**src/rtl/logic_unit_arbiter.sv**
```systemverilog
// Round-robin arbiter sharing one registered bitwise logic unit between NREQ requesters.
// Optional per-requester grant counters when LOGIC_ARB_STATS_EN is defined.
module logic_unit_arbiter #(
  parameter int WIDTH = 32,
  parameter int NREQ = 2,
  localparam int IDW = (NREQ > 2) ? 2 : 1
) (
  input  logic                    clk,
  input  logic                    rst,
  input  logic [NREQ-1:0]         req_valid,
  input  logic [2*NREQ-1:0]       req_op,
  input  logic [WIDTH*NREQ-1:0]   req_a,
  input  logic [WIDTH*NREQ-1:0]   req_b,
  output logic [NREQ-1:0]         req_ready,
  output logic                    rsp_valid,
  output logic [IDW-1:0]          rsp_id,
  output logic [WIDTH-1:0]        rsp_z,
  input  logic                    rsp_ready,
`ifdef LOGIC_ARB_STATS_EN
  output logic [16*NREQ-1:0]      grant_cnt,
`endif
  output logic                    busy
);

  typedef enum logic [1:0] {
    IDLE,
    EXEC,
    RESP
  } state_t;

  state_t           state;
  logic [IDW-1:0]   rr_ptr;
  logic [IDW-1:0]   gnt_q;
  logic [1:0]       op_q;
  logic [WIDTH-1:0] a_q;
  logic [WIDTH-1:0] b_q;

  logic [2*NREQ-1:0] rot;
  logic [IDW:0]      sum;
  logic              gnt_found;
  logic [IDW-1:0]    gnt_idx;
  logic [1:0]        sel_op;
  logic [WIDTH-1:0]  sel_a;
  logic [WIDTH-1:0]  sel_b;
  logic [WIDTH-1:0]  lu_z;
  logic [IDW-1:0]    rr_nxt;

  // Find the first valid requester at or after rr_ptr, wrapping around.
  always_comb begin
    rot       = {req_valid, req_valid} >> rr_ptr;
    gnt_found = 1'b0;
    gnt_idx   = '0;
    sum       = '0;
    for (int k = 0; k < NREQ; k++) begin
      if (!gnt_found && rot[k]) begin
        gnt_found = 1'b1;
        sum = {1'b0, rr_ptr} + (IDW+1)'(k);
        if (sum >= (IDW+1)'(NREQ)) sum = sum - (IDW+1)'(NREQ);
        gnt_idx = sum[IDW-1:0];
      end
    end
  end

  // Route the granted requester's op and operands, and drive the one-hot accept.
  always_comb begin
    sel_op    = '0;
    sel_a     = '0;
    sel_b     = '0;
    req_ready = '0;
    for (int k = 0; k < NREQ; k++) begin
      if (gnt_idx == IDW'(k)) begin
        sel_op = req_op[2*k +: 2];
        sel_a  = req_a[WIDTH*k +: WIDTH];
        sel_b  = req_b[WIDTH*k +: WIDTH];
      end
    end
    if (state == IDLE && gnt_found && !rst)
      req_ready = NREQ'(1) << gnt_idx;
  end

  // The shared bitwise logic unit operating on the latched operation.
  always_comb begin
    lu_z = '0;
    unique case (op_q)
      2'b00: lu_z = a_q & b_q;
      2'b01: lu_z = a_q | b_q;
      2'b10: lu_z = a_q ^ b_q;
      2'b11: lu_z = ~(a_q | b_q);
    endcase
  end

  assign rr_nxt = (gnt_q == IDW'(NREQ-1)) ? '0 : gnt_q + 1'b1;
  assign busy   = (state != IDLE);

  // Accept, execute, then hold the result until the consumer takes it.
  always_ff @(posedge clk) begin
    if (rst) begin
      state     <= IDLE;
      rr_ptr    <= '0;
      gnt_q     <= '0;
      op_q      <= '0;
      a_q       <= '0;
      b_q       <= '0;
      rsp_valid <= 1'b0;
      rsp_id    <= '0;
      rsp_z     <= '0;
    end else begin
      unique case (state)
        IDLE: begin
          if (gnt_found) begin
            gnt_q <= gnt_idx;
            op_q  <= sel_op;
            a_q   <= sel_a;
            b_q   <= sel_b;
            state <= EXEC;
          end
        end
        EXEC: begin
          rsp_z     <= lu_z;
          rsp_id    <= gnt_q;
          rsp_valid <= 1'b1;
          state     <= RESP;
        end
        RESP: begin
          if (rsp_ready) begin
            rsp_valid <= 1'b0;
            rr_ptr    <= rr_nxt;
            state     <= IDLE;
          end
        end
        default: state <= IDLE;
      endcase
    end
  end

`ifdef LOGIC_ARB_STATS_EN
  // Saturating accept counters, one per requester.
  always_ff @(posedge clk) begin
    if (rst) begin
      grant_cnt <= '0;
    end else begin
      for (int k = 0; k < NREQ; k++) begin
        if (req_ready[k] && grant_cnt[16*k +: 16] != 16'hFFFF)
          grant_cnt[16*k +: 16] <= grant_cnt[16*k +: 16] + 16'd1;
      end
    end
  end
`endif

endmodule
```
**config.mk**
```make
export PLATFORM = sky130hd
export DESIGN_NAME = logic_unit_arbiter
export DESIGN_NICKNAME = d
export VERILOG_FILES = /design/src/rtl/logic_unit_arbiter.sv
export SDC_FILE = /design/constraint.sdc
export NUM_CORES = 1
export LEC_CHECK = 0
export ABC_AREA = 1
export ABC_CLOCK_PERIOD_IN_PS = 1250
export CORE_UTILIZATION = 40
export DETAILED_ROUTE_END_ITERATION = 10
export PLACE_DENSITY_LB_ADDON = 0.15
export RECOVER_POWER = 50
export REMOVE_ABC_BUFFERS = 1
export SYNTH_ARGS = -nofsm -noshare
export SYNTH_HDL_FRONTEND = slang
export SYNTH_SLANG_ARGS = --single-unit
```
**constraint.sdc**
```tcl
create_clock -name clk -period 1.25 [get_ports clk]
set_input_delay 0.25 -clock clk [delete_from_list [all_inputs] [get_ports clk]]
set_output_delay 0.25 -clock clk [all_outputs]
set_load 0.01 [all_outputs]
```
### Yosys cells after proc, flatten, opt, wreduce, memory -nomap -nowiden

Index checks and enable logic that the tools add are counted.

* input bits: 137
* register bits: 104

* reduce and logical (&&, ||, !) cells: 13
* magnitude comparators: 2
* muxes and demuxes: 17
* equal/unequal tests: 7
* bitwise logic cells: 4
* $add $sub $neg: 4
* shifts and indexed selects: 2

Operators with widths (count)
* $pmux 32 s4: 1
* $mux 32: 2
* $and 32x32->32: 1
* $not 32->32: 1
* $or 32x32->32: 1
* $xor 32x32->32: 1
* $mux 1: 8
* $mux 2: 4
* $reduce_and 2->1: 4
* $eq 2x2->1 const B: 3
* $pmux 2 s3: 1
* $eq 2x1->1 const B: 2
* $logic_not 2->1: 2
* $ne 2x2->1 const B: 2
* $reduce_bool 2->1: 2
* $shr 4x1->2: 1
* $logic_and 1x1->1: 3
* $add 1x1->2 const B: 1
* $ge 1x2->1 const B: 1
* $ge 2x2->1 const B: 1
* $logic_not 1->1: 2
* $pmux 1 s2: 1
* $shl 1x1->2 const A: 1
* $sub 1x1->1 const B: 2
* $add 1x1->1 const B: 1

### Logic depth before layout (Yosys ltp)

Gate-level depths: netlist (run 1).

* depth in word-level cells: 8
* depth in mapped cells: 8
* mapped depth without buffers: 7

### Least setup slack after synthesis (run 1)

No wires, ideal clock.

* path type: reg-to-output
* start: reg rr_ptr
* end: out req_ready[0]
* arrival: 1.144 ns
* cell stages (with the launch flop): 8
* setup slack: -0.144 ns
* required time: 1.000 ns
* buffers on the path: 2
* cells stage by stage: dfxtp_1 inv_1 nand2_1 nand2_1 inv_1 buf_2 buf_2 nor3_1

* word-level cells in the longest chain between the ends: 8
* elaborated cells on any way between the ends: 18

Ends and longest elaborated chain
* start, declared: RTL line 32 `logic [IDW-1:0] rr_ptr;`
* start signal, assigned: RTL line 127 `rr_ptr <= rr_nxt;`
* parallel branches: the longest is 7 deep, another holds $add 1x1->2
* $mux 2 (*): RTL line 77 `if (state == IDLE && gnt_found && !rst)`
* end, declared: RTL line 14 `output logic [NREQ-1:0] req_ready,`

Mark *: on every way between the ends.

### Final worst setup path (run 1)

* start: reg state[1]
* end: reg b_q[26]

* word-level cells in the longest chain between the ends: 2

Ends and longest elaborated chain
* start, declared: RTL line 31 `state_t state;`
* start signal, assigned: RTL line 98 `state <= IDLE;`
* start signal, assigned: RTL line 115 `state <= EXEC;`
* start signal, assigned: RTL line 122 `state <= RESP;`
* $logic_not 2->1: RTL line 108 `unique case (state)`
* $reduce_and 2->1 (no line)
* end signal, assigned: RTL line 114 `b_q <= sel_b;`
* end, declared: RTL line 36 `logic [WIDTH-1:0] b_q;`

No other way between the ends.
A chain may end at the register's enable or synchronous reset.

==> flow_metrics.py, run 1 <==
metrics = {
    "status": {
        "status": "finished with violations",
        "violations": "setup timing",
    },
    "synthesis": {
        "postSynthAreaPerCell_um2": 6.55,
        "syn_area_mm2": 0.00645,
        "ys_seq_area_share_pct": 32.3,
        "synth_warnings": 0,
        "postSynthCellCount": 986,
        "synthDistinctLibCells": 17,
        "ys_seq_elements": 104,
    },
    "critical_path": {
        "cpLargestDelayFamily": "buffers and inverters",
        "rr_startpoint": "state[1]",
        "r2r_setup_slack_ns": -0.31,
        "worstSetupEndpointType": "flip-flop",
        "ff2ff_path_depth": 11,
        "critPathBufInv": 6,
        "critPathCapture": "b_q[26]",
        "startpoint": "state[1]",
        "critPathMaxStageDelay_ns": 0.35,
        "worstPathRequired_ns": 1.55,
        "crit_type": "reg2reg",
        "crit_top_cell": "buf_6",
        "worstPathMaxFanout": 8,
        "cp_data_arrival_time_ns": 1.86,
        "crit_cells": 11,
        "cpMaxStageDelayCell": "dfxtp_2",
        "crit_chain": "buf_6 > inv_2 > nand2_2 > buf_6 > nor2_4 > buf_6 > nor2_4 > buf_12 > clkbuf_16 > nand2_2 > nand3_2",
        "crit_path_start_kind": "flip-flop",
        "r2r_end": "b_q[26]",
    },
    "routing": {
        "ant_nets": 0,
        "wl_per_cell_um": 16.4,
        "routed_wl_um": 22900,
        "vias": 7118,
        "drt-initial-drc-count": 320,
        "avgViaCountPerCell": 5.09,
        "drt_pass1_iterations": 5,
        "drc": 0,
    },
    "clock_tree": {
        "htree_levels": 3,
        "cts-buffers-inserted": 9,
        "clkTransAtPathRegs_ns": 0.07,
        "cts_tree": "built",
        "clkSinkCount": 104,
        "clockBufferDepth": 2,
        "worstSkewPairLatency_ns": 0.36,
        "clockRootBuffer": "clkbuf_16",
    },
    "placed_design": {
        "globalplace.congestion": 0.754,
        "dp_hpwl_um": 12300,
        "port_buffers": 173,
        "placed_cells": 1349,
    },
    "grt": {
        "grt_pass1_wl_um": 33700,
        "grt_max_degree": 49,
        "grt.total_usage_pct": 26.7,
        "antenna_found_initial": 0,
        "grt_pass1_vias": 6604,
        "grt_overflow": 0,
    },
    "pwr": {
        "power_density_mw_per_mm2": 1050,
        "p_leak_nw": 4.96,
        "ir_drop_mv": 0.707,
    },
    "sta": {
        "rsz0062_at_grt": "true",
        "period_minus_slack_ns": 1.56,
        "timing.final.crit_share_pct": 125,
        "worst_slew_pin_slew_ns": 0.399,
        "fin_ws_ns": -0.315,
        "fin_skew_ns": 0.00882,
        "slew_violations": 0,
        "slew_headroom_pct": 73.4,
        "hold_violations": 0,
        "fmax_mhz": 639,
        "finalSetupViolCount": 105,
        "holdWs_ns": 0.219,
        "setup_tns_ns": -22.27,
    },
    "run": {
        "maxCapViolations": 0,
    },
    "floorplanning": {
        "die_area_mm2": 0.0166,
        "core_mm2": 0.0158,
        "die_x_um": 129,
        "die_h_um": 129,
        "start_util_pct": 40.8,
        "rows": 46,
        "io_pins": 174,
    },
    "finish": {
        "drive_gt1_share_pct": 16.8,
        "final_common_cell": "nand2_1",
        "fin_cells": 1398,
        "syn2layout_area_growth_pct": 53.5,
        "utilization_pct": 62.6,
        "fin_nets": 1379,
        "antenna_cells": 0,
        "layout_common_cells": "nand2_1, nand3_1, inv_1, clkdlybuf4s50_1, dfxtp_1",
    },
    "min_path": {
        "hp-class": "in2reg",
    },
}
[cell families after synthesis]
logic type               Yosys count  synth area share (%)
AND/OR/NAND/NOR                  562                  38.9
buffers and inverters            218                  13.5
flip-flops                       104                  32.3
adder cells (fa/ha/maj)           64                  12.4
AO/OA/AOI/OAI                     38                  2.95
[worst min-delay path by stage]
stage	startpoint	endpoint	slack (ns)	depth (start not counted)
2_1_floorplan	rst	rsp_valid	0.32	1
3_3_place_gp	gnt_q	gnt_q	0.43	2
3_5_place_dp	gnt_q	gnt_q	0.44	2
4_1_cts	req_b[43]	b_q[11]	0.45	3
5_1_grt	rst	rsp_valid	0.24	2
6_report	rst	rsp_valid	0.22	2
[cell type report]
class / instances / area (um^2)
sequential: 104 / 2090
clock inverter: 5 / 57.6
clock buffer: 10 / 239
tap: 216 / 270
timing repair buffer: 248 / 2740
inverter: 151 / 573
fill: 1467 / 5920
multi-input combinational: 664 / 3940
[cells in the mapped netlist]
cell type / count / area, um^2
nor2_2: 4 / 25.0
nor2_1: 68 / 255
buf_2: 27 / 135
buf_4: 5 / 37.5
buf_1: 4 / 15.0
nand3b_1: 1 / 7.51
inv_1: 150 / 563
nand4_1: 66 / 413
nand3_1: 176 / 881
inv_2: 1 / 3.75
a21oi_1: 4 / 20.0
dfxtp_1: 104 / 2080
nor3_1: 1 / 5.00
o21ai_0: 34 / 170
clkbuf_1: 31 / 116
ha_1: 64 / 801
nand2_1: 246 / 923
[per-layer routing]
| layer | track usage, % | wire length (um) | up-vias |
|---|---|---|---|
| met5 | 0 | 0 | - |
| met4 | 10.9 | 516 | 0 |
| met3 | 4.29 | 1220 | 31 |
| met2 | 46.9 | 11300 | 207 |
| met1 | 32.4 | 9800 | 3350 |
| li1 | - | - | 3530 |
[worst register-to-register path, stage by stage, from the launching register on]
cell and delay, ns:
dfxtp_2 0.35, buf_6 0.10, inv_2 0.03, nand2_2 0.07, buf_6 0.10, nor2_4 0.04, buf_6 0.11, nor2_4 0.20
buf_12 0.20, clkbuf_16 0.19, nand2_2 0.07, nand3_2 0.06
[stage by stage]
step	worst slack (ns)	cell area [um^2]	total power, mW
floorplan	-2.14	6150	5.35
global placement	-0.763	8660	6.80
detailed placement	-0.759	8660	6.85
CTS	-0.245	9640	10.3
global route	-0.387	9900	11.0
finish	-0.315	9900	10.4
[where the power goes]
part | leakage, nW | internal (mW) | switching [mW]
logic | 3.97 | 1.72 | 1.84
clock network | 0.137 | 1.59 | 1.30
registers | 0.858 | 3.67 | 0.301
[flip-flops by register name, indices dropped and copies added (netlist names)]
name and cells:
rsp_valid 1, state 2, b_q 32, rsp_z 32, rsp_id 1, rr_ptr 1, gnt_q 1, op_q 2
a_q 32
[timing repair]
action                                  in CTS  in global routing
hold buffers                                 0                  0
resized for setup                          139                115
buffers inserted                            18                  5
cloned                                      12                  8
endpoints found under the setup margin     135                128
pin swaps                                   47                 49
No activity file was read; power rests on OpenSTA's default activity.
==> run 2: changes to the inputs <==
- ABC_CLOCK_PERIOD_IN_PS: 1250 -> 1890
- clock period: 1.25 -> 1.89 ns (I/O delays scaled with it)
==> run 2 against run 1 <==
Clock skew is 0.0039 ns lower. First-iteration DRC count up 5.0%. Via count fell by 6.3%. Register-to-register slack improved by 0.60 ns. Worst hold slack improved by 0.23 ns. The run now ends clean. Highest routed layer unchanged. Final area fell by 11%. Routed wire length decreased by 22%. Count of clock-buffer cells in the layout stayed put.
==> flow_metrics.py, run 2 (synthesis gave the netlist of run 1 again) <==
metrics = {
    "critical_path": {
        "rr_startpoint": "state[0]",
        "worstPathRequired_ns": 1.51,
        "startpoint": "rst",
        "r2r_setup_slack_ns": 0.29,
        "worstPathMaxFanout": 3,
        "cp_data_arrival_time_ns": 1.34,
        "crit_type": "in2out",
        "r2r_end": "rsp_z[2]",
        "ff2ff_path_depth": 6,
        "crit_path_start_kind": "input pin",
        "worstSetupEndpointType": "output port",
    },
    "sta": {
        "finalSetupViolCount": 0,
        "rsz0062_at_grt": "false",
        "worst_slew_pin_slew_ns": 0.775,
        "fin_ws_ns": 0.170,
        "fmax_mhz": 581,
        "timing.final.crit_share_pct": 91.0,
        "hold_violations": 0,
        "setup_tns_ns": 0,
        "fin_skew_ns": 0.00495,
        "slew_headroom_pct": 48.3,
        "slew_violations": 0,
        "period_minus_slack_ns": 1.72,
    },
    "grt": {
        "grt_pass1_vias": 6105,
        "grt_max_degree": 68,
        "grt_overflow": 0,
        "grt_pass1_wl_um": 29600,
        "grt.total_usage_pct": 22.6,
        "antenna_found_initial": 0,
    },
    "status": {
        "status": "complete, no violations",
    },
    "placed_design": {
        "dp_slack_ns": -0.342,
        "globalplace.congestion": 0.760,
        "dp_hpwl_um": 11900,
        "port_buffers": 173,
    },
    "clock_tree": {
        "cts_tree": "built",
        "clockBufferDepth": 2,
        "clkSinkCount": 104,
        "cts-buffers-inserted": 9,
        "post_cts_buffers": 0,
        "clkTransAtPathRegs_ns": 0.07,
        "htree_levels": 3,
        "clockRootBuffer": "clkbuf_16",
        "worstSkewPairLatency_ns": 0.35,
    },
    "finish": {
        "final_common_cell": "nand2_1",
        "reg_top3": "a_q: 32 flops, b_q: 32 flops, rsp_z: 32 flops",
        "layout_common_cells": "nand2_1, nand3_1, clkdlybuf4s50_1, inv_1, dfxtp_1",
        "syn2layout_area_growth_pct": 36.0,
        "num-fill-cells": 1607,
        "antenna_cells": 0,
        "drive_gt1_share_pct": 4.85,
        "fin_nets": 1330,
    },
    "floorplanning": {
        "die_x_um": 129,
        "start_util_pct": 40.8,
        "core_mm2": 0.0158,
        "io_pins": 174,
        "die_h_um": 129,
        "rows": 46,
        "die_area_mm2": 0.0166,
    },
    "routing": {
        "met2_length_um": 8750,
        "avgViaCountPerCell": 4.94,
        "drt_pass1_iterations": 5,
        "ant_nets": 0,
        "routed_wl_um": 17900,
        "vias": 6668,
        "highest_layer": "met4",
        "wl_met1_um": 8140,
        "drt-initial-drc-count": 336,
        "wl_met3_um": 815,
        "wl_per_cell_um": 13.3,
        "drc": 0,
    },
    "pwr": {
        "p_total_mw": 6.23,
        "power_density_mw_per_mm2": 710,
        "ir_drop_mv": 0.424,
        "p_leak_nw": 4.13,
    },
    "min_path": {
        "min_from": "gnt_q",
        "hold_depth": 2,
        "hp-class": "reg2reg",
        "hold_end": "gnt_q",
    },
    "run": {
        "maxCapViolations": 0,
    },
}
## run 2: cell count changes in the layout (fill, tap and decap cells not counted), moves of 15 or more
| cell | delta |
|---|---|
| o21ai_0 | +19 |
| nand2_1 | +43 |
| nand2_2 | -24 |
| nand3_2 | -25 |
| buf_6 | -15 |
| clkdlybuf4s50_1 | +35 |
| nand3_1 | +25 |
| nand2_4 | -19 |
## run 2: final cells by class
cell class              count  area (um^2)  area share, %
flip-flops and latches    104         2080           23.7
repair buffers            199         2030           23.1
multi-input cells         664         3540           40.3
clock buffers              10          229           2.61
well taps                 216          270           3.08
clock inverters             6         60.1          0.684
inverters                 151          568           6.47
## run 2: per-layer routing
| metal | track usage, % | up-vias |
|---|---|---|
| li1 | - | 3426 |
| met1 | 27.7 | 3078 |
| met2 | 40.4 | 151 |
| met3 | 4.09 | 13 |
| met4 | 6.30 | 0 |
| met5 | 0 | - |
## run 2: power by group
group	total, mW	internal (mW)	leakage, nW	switching [mW]
Clock	1.85	1.02	0.138	0.828
Sequential	2.60	2.43	0.857	0.173
Combinational	1.78	0.838	3.13	0.941
Total	6.23	4.29	4.13	1.94
## run 2: through the flow
step                      util (%)  hold WS [ns]  instance area, um^2  instances
after floorplan                  -         0.419                 6150        919
final                         55.4         0.446                 8780       1350
after global routing          55.4         0.486                 8780       1350
after CTS                     55.6         0.450                 8800       1350
after detailed placement      53.7         0.435                 8500       1334
after global placement        53.7         0.434                 8500       1334
## run 2: timing repair
| item | 4_1_cts | 5_1_grt |
|---|---|---|
| pin swaps | 0 | 0 |
| gates resized for setup | 10 | 4 |
| hold buffers | 0 | 0 |
| endpoints found under the setup margin | 3 | 3 |
## run 2: worst max-delay path, stage by stage
cell and delay, ns:
clkdlybuf4s50_1 0.50, nor2_4 0.15, nand2_2 0.06, inv_1 0.05, clkdlybuf4s15_2 0.21
## run 2: worst max path at each step
stage / end / slack (ns)
global route: req_ready[1] / 0.06
floorplan: req_ready[0] / -1.67
detailed placement: req_ready[0] / -0.34
finish: req_ready[1] / 0.17
CTS: req_ready[1] / 0.01
global placement: req_ready[0] / -0.35
==> run 3: changes to the inputs <==
- CORE_MARGIN: not set -> 10
- CORE_UTILIZATION: 40 -> 51
==> run 3 against run 2 <==
Power up 1.1%. Maximum frequency shrank 2.7%. Worst hold slack gained 0.00055 ns. Via count rose by 1.0%. Register-to-register slack lost 0.07 ns. Non-clock buffer count grew 1. Sequential share of layout area rose by 0.17 points. Utilization grew 14 points. Cell count is 3.2% lower. Critical endpoint unchanged. Largest power group unchanged.
==> flow_metrics.py, run 3 (synthesis gave the netlist of run 1 again) <==
metrics = {
    "sta": {
        "hold_violations": 0,
        "slew_headroom_pct": 45.3,
        "slew_violations": 0,
        "finalSetupViolCount": 0,
        "fin_skew_ns": 0.00517,
        "worst_slew_pin_slew_ns": 0.820,
        "fmax_mhz": 566,
        "period_minus_slack_ns": 1.77,
        "fin_ws_ns": 0.123,
        "rsz0062_at_grt": "false",
        "timing.final.crit_share_pct": 93.5,
    },
    "floorplanning": {
        "die_area_mm2": 0.0176,
        "die_x_um": 132,
        "start_util_pct": 51.6,
        "core_mm2": 0.0125,
        "io_pins": 174,
        "die_h_um": 132,
        "rows": 41,
    },
    "clock_tree": {
        "clockRootBuffer": "clkbuf_16",
        "post_cts_resized": 11,
        "cts-buffers-inserted": 9,
        "worstSkewPairLatency_ns": 0.35,
        "holdBufCountCts": 0,
        "htree_levels": 3,
        "clkTransAtPathRegs_ns": 0.07,
        "clkSinkCount": 104,
        "cts_tree": "built",
        "clockBufferDepth": 2,
        "post_cts_buffers": 0,
    },
    "finish": {
        "multiInputGateArea_mm2": 0.00353,
        "fin_cells": 1307,
        "regArea_mm2": 0.00208,
        "layout_common_cells": "nand2_1, nand3_1, clkdlybuf4s50_1, inv_1, dfxtp_1",
        "final_common_cell": "nand2_1",
        "fin_nets": 1331,
        "num-fill-cells": 1142,
        "reg_top3": "a_q: 32 flops, b_q: 32 flops, rsp_z: 32 flops",
        "fin_area_mm2": 0.00871,
        "drive_gt1_share_pct": 4.41,
        "syn2layout_area_growth_pct": 34.9,
        "utilization_pct": 69.6,
        "antenna_cells": 0,
    },
    "placed_design": {
        "port_buffers": 173,
        "dp_slack_ns": -0.334,
        "place_area_mm2": 0.00845,
        "globalplace.congestion": 0.784,
        "placed_cells": 1291,
        "dp_hpwl_um": 13000,
    },
    "critical_path": {
        "worstPathRequired_ns": 1.51,
        "crit_type": "in2out",
        "crit_chain": "clkdlybuf4s50_1 > nor2_4 > nand2_1 > inv_1 > clkdlybuf4s15_2",
        "cpMaxStageDelayCell": "clkdlybuf4s50_1",
        "worstPathMaxFanout": 4,
        "worstSetupEndpointType": "output port",
        "cp_data_arrival_time_ns": 1.39,
        "crit_path_start_kind": "input pin",
        "critPathMaxStageDelay_ns": 0.50,
    },
    "min_path": {
        "hp-class": "reg2reg",
    },
    "routing": {
        "vias": 6738,
        "routed_wl_um": 19000,
        "drc": 0,
        "wl_per_cell_um": 14.5,
        "drt_pass1_iterations": 5,
        "avgViaCountPerCell": 5.16,
        "ant_nets": 0,
        "drt-initial-drc-count": 335,
    },
    "grt": {
        "grt.total_usage_pct": 21.5,
        "grt_pass1_wl_um": 31900,
        "antenna_found_initial": 0,
        "grt_overflow": 0,
        "grt_pass1_vias": 6497,
        "grt_max_degree": 67,
    },
    "pwr": {
        "power_density_mw_per_mm2": 723,
        "p_leak_nw": 4.15,
        "ir_drop_mv": 0.494,
        "p_total_mw": 6.30,
    },
    "status": {
        "status": "complete, no violations",
    },
    "run": {
        "maxCapViolations": 0,
    },
}
## run 3: worst max-delay path: cells and delay by family
family | cells | cell delay, ns
buffers and inverters | 3 | 0.77
and+or+nand+nor | 2 | 0.24
## run 3: per-stage QoR
step | TNS [ns] | hold WS [ns]
6_report | 0 | 0.447
5_1_grt | 0 | 0.471
4_1_cts | 0 | 0.452
3_5_place_dp | -9.19 | 0.435
3_3_place_gp | -8.74 | 0.431
2_1_floorplan | -106.27 | 0.419
## run 3: area by class of cell
| cell class | instances | share of cell area [%] |
|---|---|---|
| clock buffer | 13 | 2.99 |
| clock inverter | 3 | 0.460 |
| inverter | 151 | 6.51 |
| multi-input combinational | 664 | 40.5 |
| sequential | 104 | 23.9 |
| tap | 172 | 2.47 |
| timing repair buffer | 200 | 23.2 |
## run 3: path summary, 6_finish.rpt
check,start,endpoint,slack [ns],depth (start not counted)
setup / recovery,rst,req_ready[1],0.12,5
hold / removal,gnt_q,gnt_q,0.45,2
setup reg to reg,op_q[1],rsp_z[23],0.22,7
hold reg to reg,gnt_q,gnt_q,0.45,2
## run 3: metal layers
metal | global-route usage, % | wire [um]
met5 | 0 | 0
met4 | 8.56 | 466
met3 | 4.05 | 941
met2 | 37.3 | 9230
met1 | 25.4 | 8370
## run 3: power breakdown
group | switching (mW) | total (mW) | internal (mW)
Sequential | 0.164 | 2.59 | 2.43
Combinational | 0.957 | 1.79 | 0.831
Clock | 0.819 | 1.92 | 1.10
